--- src/rtl/serial_compare_ctl_pkg.sv ---
// Shared definitions for the serial magnitude comparator.
//   state_t          : controller FSM encoding (ST_IDLE, ST_RUN)
//   CMP_SEED         : cascade value loaded at start ({gt,lt,eq} = 001)
//   CAS_GT/LT/EQ     : bit positions inside a 3-bit cascade vector
package cmp_pkg;
  typedef enum logic {ST_IDLE = 1'b0, ST_RUN = 1'b1} state_t;

  localparam int CAS_GT = 2;
  localparam int CAS_LT = 1;
  localparam int CAS_EQ = 0;

  localparam logic [2:0] CMP_SEED = 3'b001;
endpackage

--- src/rtl/serial_compare_ctl_if.sv ---
// Start/done handshake bus of serial_compare_ctl.
//   start, a, b   : request and operands (requester -> comparator)
//   sgn           : signed-compare select, only with SERIAL_COMPARE_SIGNED_EN
//   busy, done    : run status and one-cycle result strobe
//   lt, eq, gt    : held result flags
// Modports: master = requester side, slave = comparator side.
interface serial_compare_ctl_if #(parameter int WIDTH = 16);
  logic             start;
  logic [WIDTH-1:0] a;
  logic [WIDTH-1:0] b;
`ifdef SERIAL_COMPARE_SIGNED_EN
  logic             sgn;
`endif
  logic             busy;
  logic             done;
  logic             lt;
  logic             eq;
  logic             gt;

  modport master (
`ifdef SERIAL_COMPARE_SIGNED_EN
    output sgn,
`endif
    output start, a, b,
    input  busy, done, lt, eq, gt
  );

  modport slave (
`ifdef SERIAL_COMPARE_SIGNED_EN
    input  sgn,
`endif
    input  start, a, b,
    output busy, done, lt, eq, gt
  );
endinterface

--- src/rtl/serial_compare_ctl_slice.sv ---
// nibble_compare_slice: combinational 4-bit magnitude slice with
// 74x85 cascade semantics.
//   a, b  : nibble operands
//   cin   : cascade in  {gt,lt,eq} (positions from cmp_pkg)
//   cout  : cascade out {gt,lt,eq}
module nibble_compare_slice
  import cmp_pkg::*;
(
  input  logic [3:0] a,
  input  logic [3:0] b,
  input  logic [2:0] cin,
  output logic [2:0] cout
);
  always_comb begin
    cout = '0;
    if (a > b) begin
      cout[CAS_GT] = 1'b1;
    end else if (a < b) begin
      cout[CAS_LT] = 1'b1;
    end else if (cin[CAS_EQ]) begin
      cout[CAS_EQ] = 1'b1;
    end else begin
      // Equal nibble, no eq cascade: 74x85 quirks for 00 and 11.
      unique case ({cin[CAS_GT], cin[CAS_LT]})
        2'b00: begin
          cout[CAS_GT] = 1'b1;
          cout[CAS_LT] = 1'b1;
        end
        2'b11: cout = '0;
        default: begin
          cout[CAS_GT] = cin[CAS_GT];
          cout[CAS_LT] = cin[CAS_LT];
        end
      endcase
    end
  end
endmodule

--- src/rtl/serial_compare_ctl.sv ---
// serial_compare_ctl: WIDTH-bit magnitude comparator built from one
// 4-bit slice, walked LSB nibble first over WIDTH/4 clocks with the slice
// result fed back as the next cascade input.
//   clk, nreset : clock (rising edge), async active-low reset
//   bus (slave) : start/a/b in, busy/done/lt/eq/gt out
// Optional: SERIAL_COMPARE_SIGNED_EN adds bus.sgn for two's-complement compare.
module serial_compare_ctl
  import cmp_pkg::*;
#(
  parameter int WIDTH = 16
) (
  input  logic                clk,
  input  logic                nreset,
  serial_compare_ctl_if.slave bus
);
  localparam int NIBBLES = WIDTH / 4;
  localparam int CW      = (NIBBLES > 1) ? $clog2(NIBBLES) : 1;

  generate
    if (WIDTH < 4 || (WIDTH % 4) != 0) begin : g_bad_width
      $error("serial_compare_ctl: WIDTH must be a multiple of 4 and >= 4");
    end
  endgenerate

  state_t           state, state_nx;
  logic [CW-1:0]    cnt;
  logic [WIDTH-1:0] ra, rb;
  logic [2:0]       cas, slice_out;
  logic [3:0]       na, nb;
  logic             accept, last;
`ifdef SERIAL_COMPARE_SIGNED_EN
  logic             rsgn;
`endif

  // State register
  always_ff @(posedge clk or negedge nreset) begin
    if (!nreset) state <= ST_IDLE;
    else         state <= state_nx;
  end

  // Next state
  always_comb begin
    state_nx = state;
    unique case (state)
      ST_IDLE: if (bus.start) state_nx = ST_RUN;
      ST_RUN:  if (last)      state_nx = ST_IDLE;
      default: state_nx = ST_IDLE;
    endcase
  end

  // FSM outputs
  always_comb begin
    accept   = (state == ST_IDLE) && bus.start;
    last     = (state == ST_RUN) && (cnt == CW'(NIBBLES - 1));
    bus.busy = (state == ST_RUN);
  end

  // Operands are shifted right one nibble per step, so the live nibble
  // always sits in bits [3:0] and no wide mux is needed.
  always_comb begin
    na = ra[3:0];
    nb = rb[3:0];
`ifdef SERIAL_COMPARE_SIGNED_EN
    // Flipping both sign bits maps two's complement onto unsigned order.
    if (last && rsgn) begin
      na[3] = ~na[3];
      nb[3] = ~nb[3];
    end
`endif
  end

  nibble_compare_slice u_slice (
    .a    (na),
    .b    (nb),
    .cin  (cas),
    .cout (slice_out)
  );

  always_ff @(posedge clk or negedge nreset) begin
    if (!nreset) begin
      cnt      <= '0;
      ra       <= '0;
      rb       <= '0;
      cas      <= '0;
      bus.done <= 1'b0;
      bus.lt   <= 1'b0;
      bus.eq   <= 1'b0;
      bus.gt   <= 1'b0;
`ifdef SERIAL_COMPARE_SIGNED_EN
      rsgn     <= 1'b0;
`endif
    end else begin
      bus.done <= last;
      if (accept) begin
        ra  <= bus.a;
        rb  <= bus.b;
        cas <= CMP_SEED;
        cnt <= '0;
`ifdef SERIAL_COMPARE_SIGNED_EN
        rsgn <= bus.sgn;
`endif
      end else if (state == ST_RUN) begin
        ra  <= ra >> 4;
        rb  <= rb >> 4;
        cas <= slice_out;
        cnt <= cnt + CW'(1);
        if (last) begin
          bus.gt <= slice_out[CAS_GT];
          bus.lt <= slice_out[CAS_LT];
          bus.eq <= slice_out[CAS_EQ];
        end
      end
    end
  end
endmodule
--- src/flat_wrapper.sv ---
// flat-port wrapper written by rule: the top's interface ports become plain ports
module serial_compare_ctl_flat import cmp_pkg::*;
#(
  parameter int WIDTH = 16
)
  (clk, nreset, bus_start, bus_a, bus_b, bus_busy, bus_done, bus_lt, bus_eq, bus_gt);
  serial_compare_ctl_if #(.WIDTH(WIDTH)) bus_i ();
  input  logic clk;
  input  logic nreset;
  input wire logic [$bits(bus_i.start)-1:0] bus_start;
  input wire logic [$bits(bus_i.a)-1:0] bus_a;
  input wire logic [$bits(bus_i.b)-1:0] bus_b;
  output wire logic [$bits(bus_i.busy)-1:0] bus_busy;
  output wire logic [$bits(bus_i.done)-1:0] bus_done;
  output wire logic [$bits(bus_i.lt)-1:0] bus_lt;
  output wire logic [$bits(bus_i.eq)-1:0] bus_eq;
  output wire logic [$bits(bus_i.gt)-1:0] bus_gt;
  assign bus_i.start = bus_start;
  assign bus_i.a = bus_a;
  assign bus_i.b = bus_b;
  assign bus_busy = bus_i.busy;
  assign bus_done = bus_i.done;
  assign bus_lt = bus_i.lt;
  assign bus_eq = bus_i.eq;
  assign bus_gt = bus_i.gt;
  serial_compare_ctl #(.WIDTH(WIDTH)) u_core (.clk(clk), .nreset(nreset), .bus(bus_i));
endmodule
--- config.mk ---
export PLATFORM = sky130hd
export DESIGN_NAME = serial_compare_ctl_flat
export DESIGN_NICKNAME = d
export VERILOG_FILES = /design/src/rtl/serial_compare_ctl_pkg.sv /design/src/rtl/serial_compare_ctl_if.sv /design/src/rtl/serial_compare_ctl_slice.sv /design/src/rtl/serial_compare_ctl.sv /design/src/flat_wrapper.sv
export SDC_FILE = /design/constraint.sdc
export NUM_CORES = 1
export LEC_CHECK = 0
export CAP_MARGIN = 10
export CORE_ASPECT_RATIO = 0.5
export CORE_MARGIN = 2
export CORE_UTILIZATION = 50
export DETAILED_ROUTE_END_ITERATION = 10
export PLACE_DENSITY = 0.75
export REMOVE_ABC_BUFFERS = 1
export SLEW_MARGIN = 20
export SYNTH_ARGS = -nofsm -noshare
export SYNTH_HDL_FRONTEND = slang
export SYNTH_SLANG_ARGS = --single-unit
--- constraint.sdc ---
create_clock -name clk -period 1.7 [get_ports clk]
set_input_delay 0.51 -clock clk [delete_from_list [all_inputs] [get_ports clk]]
set_output_delay 0.51 -clock clk [all_outputs]
set_load 0.005 [all_outputs]
Yosys cells after proc, flatten, opt, wreduce, memory -nomap -nowiden
Index checks and enable logic that the tools add are counted.
Word-level totals
  register bits after elaboration: 42
  input bits: 35
  output and inout port bits: 5
  logic and storage cells: 40
Cells by class
  $add $sub $neg: 1
  $lt $le $gt $ge: 2
  equality and inequality tests: 2
  mux-type cells: 19
  bitwise gates (word level): 2
  reduce and logical (&&, ||, !) cells: 5
Operator list (count)
  two-way mux 16 bit: 4
  two-way mux 2 bit: 4
  two-way mux 1 bit: 7
  two-way mux 3 bit: 2
  equality test 2 bit (second input constant): 2
  greater-than comparator 4 bit: 1
  < comparator 4 bit: 1
  one-hot mux 2 bit (2 select lines): 1
  AND reduction 3 bit: 1
  adder 2 x 1 -> 2 bit (second input constant): 1
  logical AND 1 bit: 2
  logical NOT 2 bit: 1
  NOT 1 bit: 2
  one-hot mux 1 bit (2 select lines): 1
  nonzero test 2 bit: 1

Longest topological paths before layout
Gate-level depths: netlist (run 1).
  word-level depth: 7
  gate-level depth with buffers: 6
  mapped depth without buffers: 6

Hierarchy
From an unflattened synthesis (run 1), not the netlist that was laid out.
Unflattened totals
  cell total of the unflattened synthesis: 175
  area, all modules: 1989.4 sq um
Modules (own cells, without submodules)
  serial_compare_ctl: times used 1, cells each 156, area an instance 1853.0 sq um, sequential area each 1051.0 sq um
  nibble_compare_slice: times used 1, cells each 19, area an instance 136.4 sq um, sequential area each 0.0 sq um

Worst setup path after synthesis (run 1)
OpenSTA, ideal clock, no wires.
  path type: reg2reg
  start point: reg u_core.ra[3]
  end point: reg u_core.bus.gt
  setup time: 0.121 ns
  arrival: 1.259 ns
  data required time: 1.579 ns
  path slack: 0.320 ns
  cell stages (with the launch flop): 6
  buffers on the path: 0
  cell sequence: dfrtp_1 ha_1 and4_4 o21ai_2 and2_0 a22o_1
Between the ends
  cells in the longest elaborated chain, start to end: 3
RTL lines
  start, declared: RTL line serial_compare_ctl.sv:27  | logic [WIDTH-1:0] ra, rb;
  start signal, assigned: RTL line serial_compare_ctl.sv:95  | ra <= bus.a;
  start signal, assigned: RTL line serial_compare_ctl.sv:103  | ra <= ra >> 4;
  < comparator 4 bit: RTL line serial_compare_ctl_slice.sv:18  | end else if (a < b) begin
  two-way mux 1 bit: RTL line serial_compare_ctl_slice.sv:18
  two-way mux 1 bit *: RTL line serial_compare_ctl_slice.sv:16  | if (a > b) begin
  end signal, assigned: RTL line serial_compare_ctl.sv:108  | bus.gt <= slice_out[CAS_GT];
  end, declared: RTL line serial_compare_ctl_if.sv:33  | output busy, done, lt, eq, gt
Mark *: on every way between the ends. The rest lies on a longest branch, timed or not.
A chain may end at the register's enable or synchronous reset.

Worst setup path in the final report (run 1)
  start point: reg u_core.bus.lt
  end point: out bus_lt
RTL lines
  start, declared: RTL line serial_compare_ctl_if.sv:33
  start signal, assigned: RTL line serial_compare_ctl.sv:109  | bus.lt <= slice_out[CAS_LT];
  end, declared: RTL line flat_wrapper.sv:15  | output wire logic [$bits(bus_i.lt)-1:0] bus_lt;
No word-level cell between the ends.

==> results of run 1 <==
-- how the worst min path moves through the flow --
stage,from,to,cells past startpoint,slack (ps)
2_1_floorplan,nreset,u_core.bus.busy,0,210
3_3_place_gp,u_core.ra[10],u_core.ra[6],2,460
3_5_place_dp,nreset,u_core.ra[12],1,470
4_1_cts,nreset,u_core.ra[15],1,160
5_1_grt,nreset,u_core.rb[5],1,160
6_report,nreset,u_core.ra[4],1,150
-- kinds of logic (layout without fill, tap and decap cells) --
kind of cell	Yosys count	count (layout)	synth area share (%)
fa+ha+maj	5	5	3.22
simple gates	42	42	8.83
flops	42	42	54.2
compound gates	37	37	10.9
buf+inv	19	64	5.29
mux	34	34	17.6
-- layout by cell type (no fill, tap or decap), types with 4 or more instances in the layout --
| cell type | Yosys | routed |
|---|---|---|
| a21oi_1 | 4 | 4 |
| buf_4 | 2 | 7 |
| clkbuf_8 | 0 | 6 |
| clkdlybuf4s50_1 | 0 | 36 |
| dfrtp_1 | 42 | 41 |
| ha_1 | 5 | 5 |
| inv_1 | 8 | 8 |
| mux2i_1 | 33 | 33 |
| nand2_1 | 27 | 27 |
| nor2_1 | 12 | 12 |
| o21ai_0 | 24 | 24 |
-- registers in the layout, indices dropped and copies added, names as in the netlist --
signal	cells
u_core.cnt	2
u_core.bus.eq	1
u_core.ra	16
u_core.bus.lt	1
u_core.rb	16
u_core.bus.done	1
u_core.cas	3
u_core.bus.gt	1
u_core.bus.busy	1
-- area by class of cell --
cell class,count,area (sq um),share of cell area [%]
sequential,42,1050,42.1
tap,51,63.8,2.55
clock inverter,1,5.00,0.200
clock buffer,7,86.3,3.45
timing repair buffer,48,475,19.0
multi-input combinational,118,787,31.5
inverter,8,30.0,1.20
-- timing repair --
item | 4_1_cts | 5_1_grt
setup buffers | 1 | 3
resized for setup | 0 | 1
endpoints found under the setup margin | 1 | 4
-- layer usage --
metal  GRT usage (%)  vias to the layer above  part of all wire, %
li1                -                      705                    -
met1            24.5                      700                   48
met2            31.6                       22                   48
met3            5.67                        0                  3.4
met4            5.37                        0                    0
met5               0                        -                    0
-- power groups by stage --
stage	clock (mW)	sequential, mW	combinational (mW)
2_1_floorplan	0	1.61	0.644
3_3_place_gp	0	1.54	1.12
3_5_place_dp	0	1.56	1.18
4_1_cts	0.672	1.54	1.20
5_1_grt	0.723	1.58	1.39
6_report	0.655	1.54	1.22
-- per-stage QoR --
| step | TNS [ps] | power [mW] | std cells |
|---|---|---|---|
| 2_1_floorplan | -525 | 2.25 | 168 |
| 3_3_place_gp | 0 | 2.66 | 263 |
| 3_5_place_dp | 0 | 2.74 | 263 |
| 4_1_cts | 0 | 3.41 | 272 |
| 5_1_grt | 0 | 3.69 | 275 |
| 6_report | 0 | 3.41 | 275 |
==> summary.txt, run 1 <==
Run status
  • Status: complete, no violations

Placed design
  • Post-DP HPWL: 2630 um
  • Placer Congestion: 0.723
  • Placement-stage cell area: 0.00238 sq mm
  • Setup Slack @ Placement: 242 ps
  • IO Port Bufs: 39

Timing
  • Final Hold Fails: 0
  • RSZ-0062 raised after global routing: false
  • Final setup violating endpoints: 0
  • Worst setup margin: 53.6 ps
  • Fmax: 607 MHz
  • WHS: 151 ps
  • Slew margin rel.: 70.4%
  • Slew @ Worst Pin: 441 ps
  • Skew final: 2.75 ps
  • Final Cycle Share: 96.8%
  • Min Tclk post-route: 1650 ps
  • Max Slew Vio Count: 0

CTS
  • TritonCTS clock tree: yes
  • CTS sink count: 42
  • Clock Path Buffers: 2
  • CTS root buf: clkbuf_8
  • Clock Latency Late Sink: 280 ps
  • Reg clk slew, reported paths: 80 ps
  • Hold Buf Count CTS: 0
  • Total CTS buffers: 5
  • H-tree levels: 2

Logic synthesis
  • Ys flop type: dfrtp_1
  • Post-synthesis sequential area ratio: 54.2%
  • Syn avg cell area: 10.8 sq um
  • Most frequent cells after synthesis: 42 x dfrtp_1, 33 x mux2i_1, 27 x nand2_1
  • Yosys warns: 0
  • Synthesized area: 0.00194 sq mm
  • Yosys top cell by area: dfrtp_1
  • Synth Instances: 179
  • Yosys cell types: 22
  • EDFF count, synth: 0
  • Flops & latches, synth: 42
  • Top cells by area, synth: dfrtp_1 54%, mux2i_1 17%, o21ai_0 6.2%
  • Async S/R FF share, synth: 100%
  • Synth top area share: 54.2%
  • Most frequent cell after synthesis: dfrtp_1

Power
  • Flop pwr share: 45.0%
  • Comb pwr share: 35.8%
  • P_sw: 1.14 mW
  • Clk pwr share: 19.2%
  • Sw Share: 33.4%
  • Internal: 2.27 mW
  • Max VDD drop: 0.000556 V
  • Static leakage: 1.19 nW
  • PwrDens: 1360 mW/mm^2

Hold path
  • Min-delay worst type: input port to async pin

GRT
  • Initial antenna violation count: 0
  • First-pass GRT wire length: 6090 um
  • Gr ovfl total: 0
  • Vias in the first global route: 1286
  • Gr usage total: 18.7%
  • Largest net degree at the start of global routing: 42

Drt
  • Drc violations: 0
  • Antenna-violating nets left: 0
  • DRT Pass-1 Iters: 6
  • Drt wl/cell: 13.5 um
  • Initial detailed-routing violation count: 53
  • Vias post-DR: 1427
  • Total wire length: 3710 um
  • Vias per cell: 5.19

Floorplan
  • Row cnt: 15
  • Starting density of the core: 54.4%
  • Die area: 0.00443 sq mm
  • Core Box Area: 0.00357 sq mm
  • Die Width: 92.1 um
  • Boundary Pins: 40
  • Die Y: 48.1 um

Critical path
  • Bufs and invs on worst path: 1
  • Setup Crit Path Kind: flop to output pin
  • CP Depth: 1
  • Worst Setup EP: bus_lt
  • CP max stage delay: 500 ps
  • CP arrival: 1140 ps
  • Worst R2R Start: u_core.ra[3]
  • Worst flop-to-flop path endpoint: u_core.bus.gt
  • Crit-path max FO: 2
  • FF-to-FF path depth: 5
  • Worst reg-to-reg setup slack: 240 ps
  • CP startpoint: u_core.bus.lt
  • Crit path capture type: output pin
  • Cell family with the largest share of critical-path delay: buffers and inverters
  • Cell chain of the critical path: clkdlybuf4s50_1
  • Critical path's slowest cell: clkdlybuf4s50_1
  • Crit path launch type: flop
  • Critical Path RT: 1190 ps

Cells and area
  • Final Util: 70.1%
  • Filler Cells Inserted: 303
  • Area grow syn2layout: 28.8%
  • Final #Nets: 263
  • Layout cells sized above 1: 10.7%
  • Final Instance Area: 0.00250 sq mm
  • Antenna cell count: 0

Job
  • Max Cap Violations: 0
Note: power is estimated with default switching activity, not from simulation.
==> inputs of run 2 (changes only) <==
CAP_MARGIN = default   (was 10)
CORE_UTILIZATION = 54   (was 50)
PLACE_DENSITY = 0.81   (was 0.75)
SLEW_MARGIN = default   (was 20)
clock period = 1.92 ns   (was 1.7 ns; I/O delays follow)
==> run 2 against run 1 <==
Combinational power down 15%. Utilization rose by 1.7 points. Hold slack got worse by 3.6 ps. Wire length shrank 1.9%. Setup slack better by 150 ps. Die area is 6.9% lower. First-iteration DRC count is 40% lower. Via count is 2.9% lower. Clock power is 11% lower. Sequential share of layout area up 0.55 points. Global-route usage up 1.7 points. Critical path type unchanged. Largest power group unchanged.
==> summary.txt, run 2 (synthesis results as in run 1) <==
GRT
  • Gr usage total: 20.5%
  • Initial antenna violation count: 0
  • Largest net degree at the start of global routing: 53
  • Gr ovfl total: 0
  • First-pass GRT wire length: 6210 um
  • Vias in the first global route: 1416

Cells and area
  • Biggest regs: u_core.ra (16), u_core.rb (16), u_core.cas (3)
  • Final cell count without fillers: 271
  • Most common cell after layout, fill and taps aside: dfrtp_1
  • Antenna cell count: 0
  • Final Util: 71.8%
  • Layout cells sized above 1: 9.09%
  • Area grow syn2layout: 27.1%
  • Final #Nets: 259
  • Final Instance Area: 0.00247 sq mm
  • Most frequent cells in the layout: 41 x dfrtp_1, 37 x clkdlybuf4s50_1, 33 x mux2i_1, 27 x nand2_1, 24 x o21ai_0

Hold path
  • Min-delay worst type: input port to async pin

Job
  • Max Cap Violations: 0

Drt
  • Total wire length: 3630 um
  • Drt wl/cell: 13.4 um
  • Drc violations: 0
  • DRT Pass-1 Iters: 4
  • Antenna-violating nets left: 0
  • Vias post-DR: 1386
  • Initial detailed-routing violation count: 32
  • Vias per cell: 5.11

Timing
  • Final Hold Fails: 0
  • Setup TNS: 0 ps
  • Final setup violating endpoints: 0
  • Min Tclk post-route: 1720 ps
  • Max Slew Vio Count: 0
  • Slew @ Worst Pin: 449 ps
  • WHS: 148 ps
  • RSZ-0062 raised after global routing: false
  • Final Cycle Share: 89.7%
  • Fmax: 581 MHz
  • Skew final: 3.20 ps
  • Worst setup margin: 199 ps
  • Slew margin rel.: 70.0%

Power
  • Static leakage: 1.16 nW
  • Max VDD drop: 0.000855 V
  • PwrDens: 1210 mW/mm^2
  • Overall power: 2.97 mW

Critical path
  • CP arrival: 1150 ps
  • FF-to-FF path depth: 6
  • Critical Path RT: 1340 ps
  • Crit-path max FO: 2
  • Cell chain of the critical path: clkdlybuf4s50_1
  • Worst flop-to-flop path endpoint: u_core.bus.gt
  • Bufs and invs on worst path: 1
  • CP max stage delay: 500 ps
  • Critical path's slowest cell: clkdlybuf4s50_1
  • Setup Crit Path Kind: flop to output pin
  • CP startpoint: u_core.bus.busy
  • Crit path launch type: flop
  • Cell family with the largest share of critical-path delay: buffers and inverters
  • Crit path capture type: output pin
  • Worst R2R Start: u_core.rb[1]
  • Worst reg-to-reg setup slack: 430 ps

Placed design
  • IO Port Bufs: 39
  • Placement-stage cell area: 0.00238 sq mm
  • Post-DP HPWL: 2590 um
  • Setup Slack @ Placement: 401 ps
  • Placer Congestion: 0.814
  • Placed insts: 263

Floorplan
  • Row cnt: 15
  • Die Width: 88.8 um
  • Die Y: 46.4 um
  • Die area: 0.00412 sq mm
  • Starting density of the core: 56.5%
  • Core Box Area: 0.00343 sq mm
  • Boundary Pins: 40

CTS
  • # resized after CTS: 0
  • CTS sink count: 42
  • Hold Buf Count CTS: 0
  • CTS root buf: clkbuf_8
  • Clock Path Buffers: 2
  • Postcts setup bufs: 0
  • Total CTS buffers: 5
  • Clock Latency Late Sink: 290 ps
  • H-tree levels: 2
  • TritonCTS clock tree: yes
  • Reg clk slew, reported paths: 80 ps

Run status
  • Status: complete, no violations
-- run 2: cell types whose count changed in the layout (fill, tap and decap cells not counted), sizes merged --
cell	before	now
buf	11	7
clkdlybuf4s50	36	37
dlymetal6s2s	1	0
-- run 2: worst max-delay path by stage --
stage | to | cells past startpoint
final | bus_busy | 1
after global routing | bus_gt | 1
after CTS | bus_gt | 1
after detailed placement | u_core.rb[5] | 4
after global placement | u_core.rb[11] | 4
after floorplan | u_core.bus.gt | 4
-- run 2: cell type report --
type | instances | area (sq um)
fillers | 276 | 967
clock buffers | 7 | 86.3
multi-input cells | 118 | 787
repair buffers | 44 | 443
well taps | 51 | 63.8
flip-flops and latches | 42 | 1050
clock inverters | 1 | 5.00
inverters | 8 | 30.0
-- run 2: routing by layer --
metal	share of wire (%)	global-route usage, %
met1	47	25.4
met2	50	36.7
met3	2.4	4.30
met4	0.55	6.36
met5	0	0
-- run 2: power breakdown --
part | total, mW | leakage, nW | internal [mW] | switching [mW]
registers | 1.36 | 0.548 | 1.19 | 0.167
clock network | 0.581 | 0.0482 | 0.290 | 0.291
logic | 1.04 | 0.567 | 0.497 | 0.539
total | 2.97 | 1.16 | 1.98 | 0.997
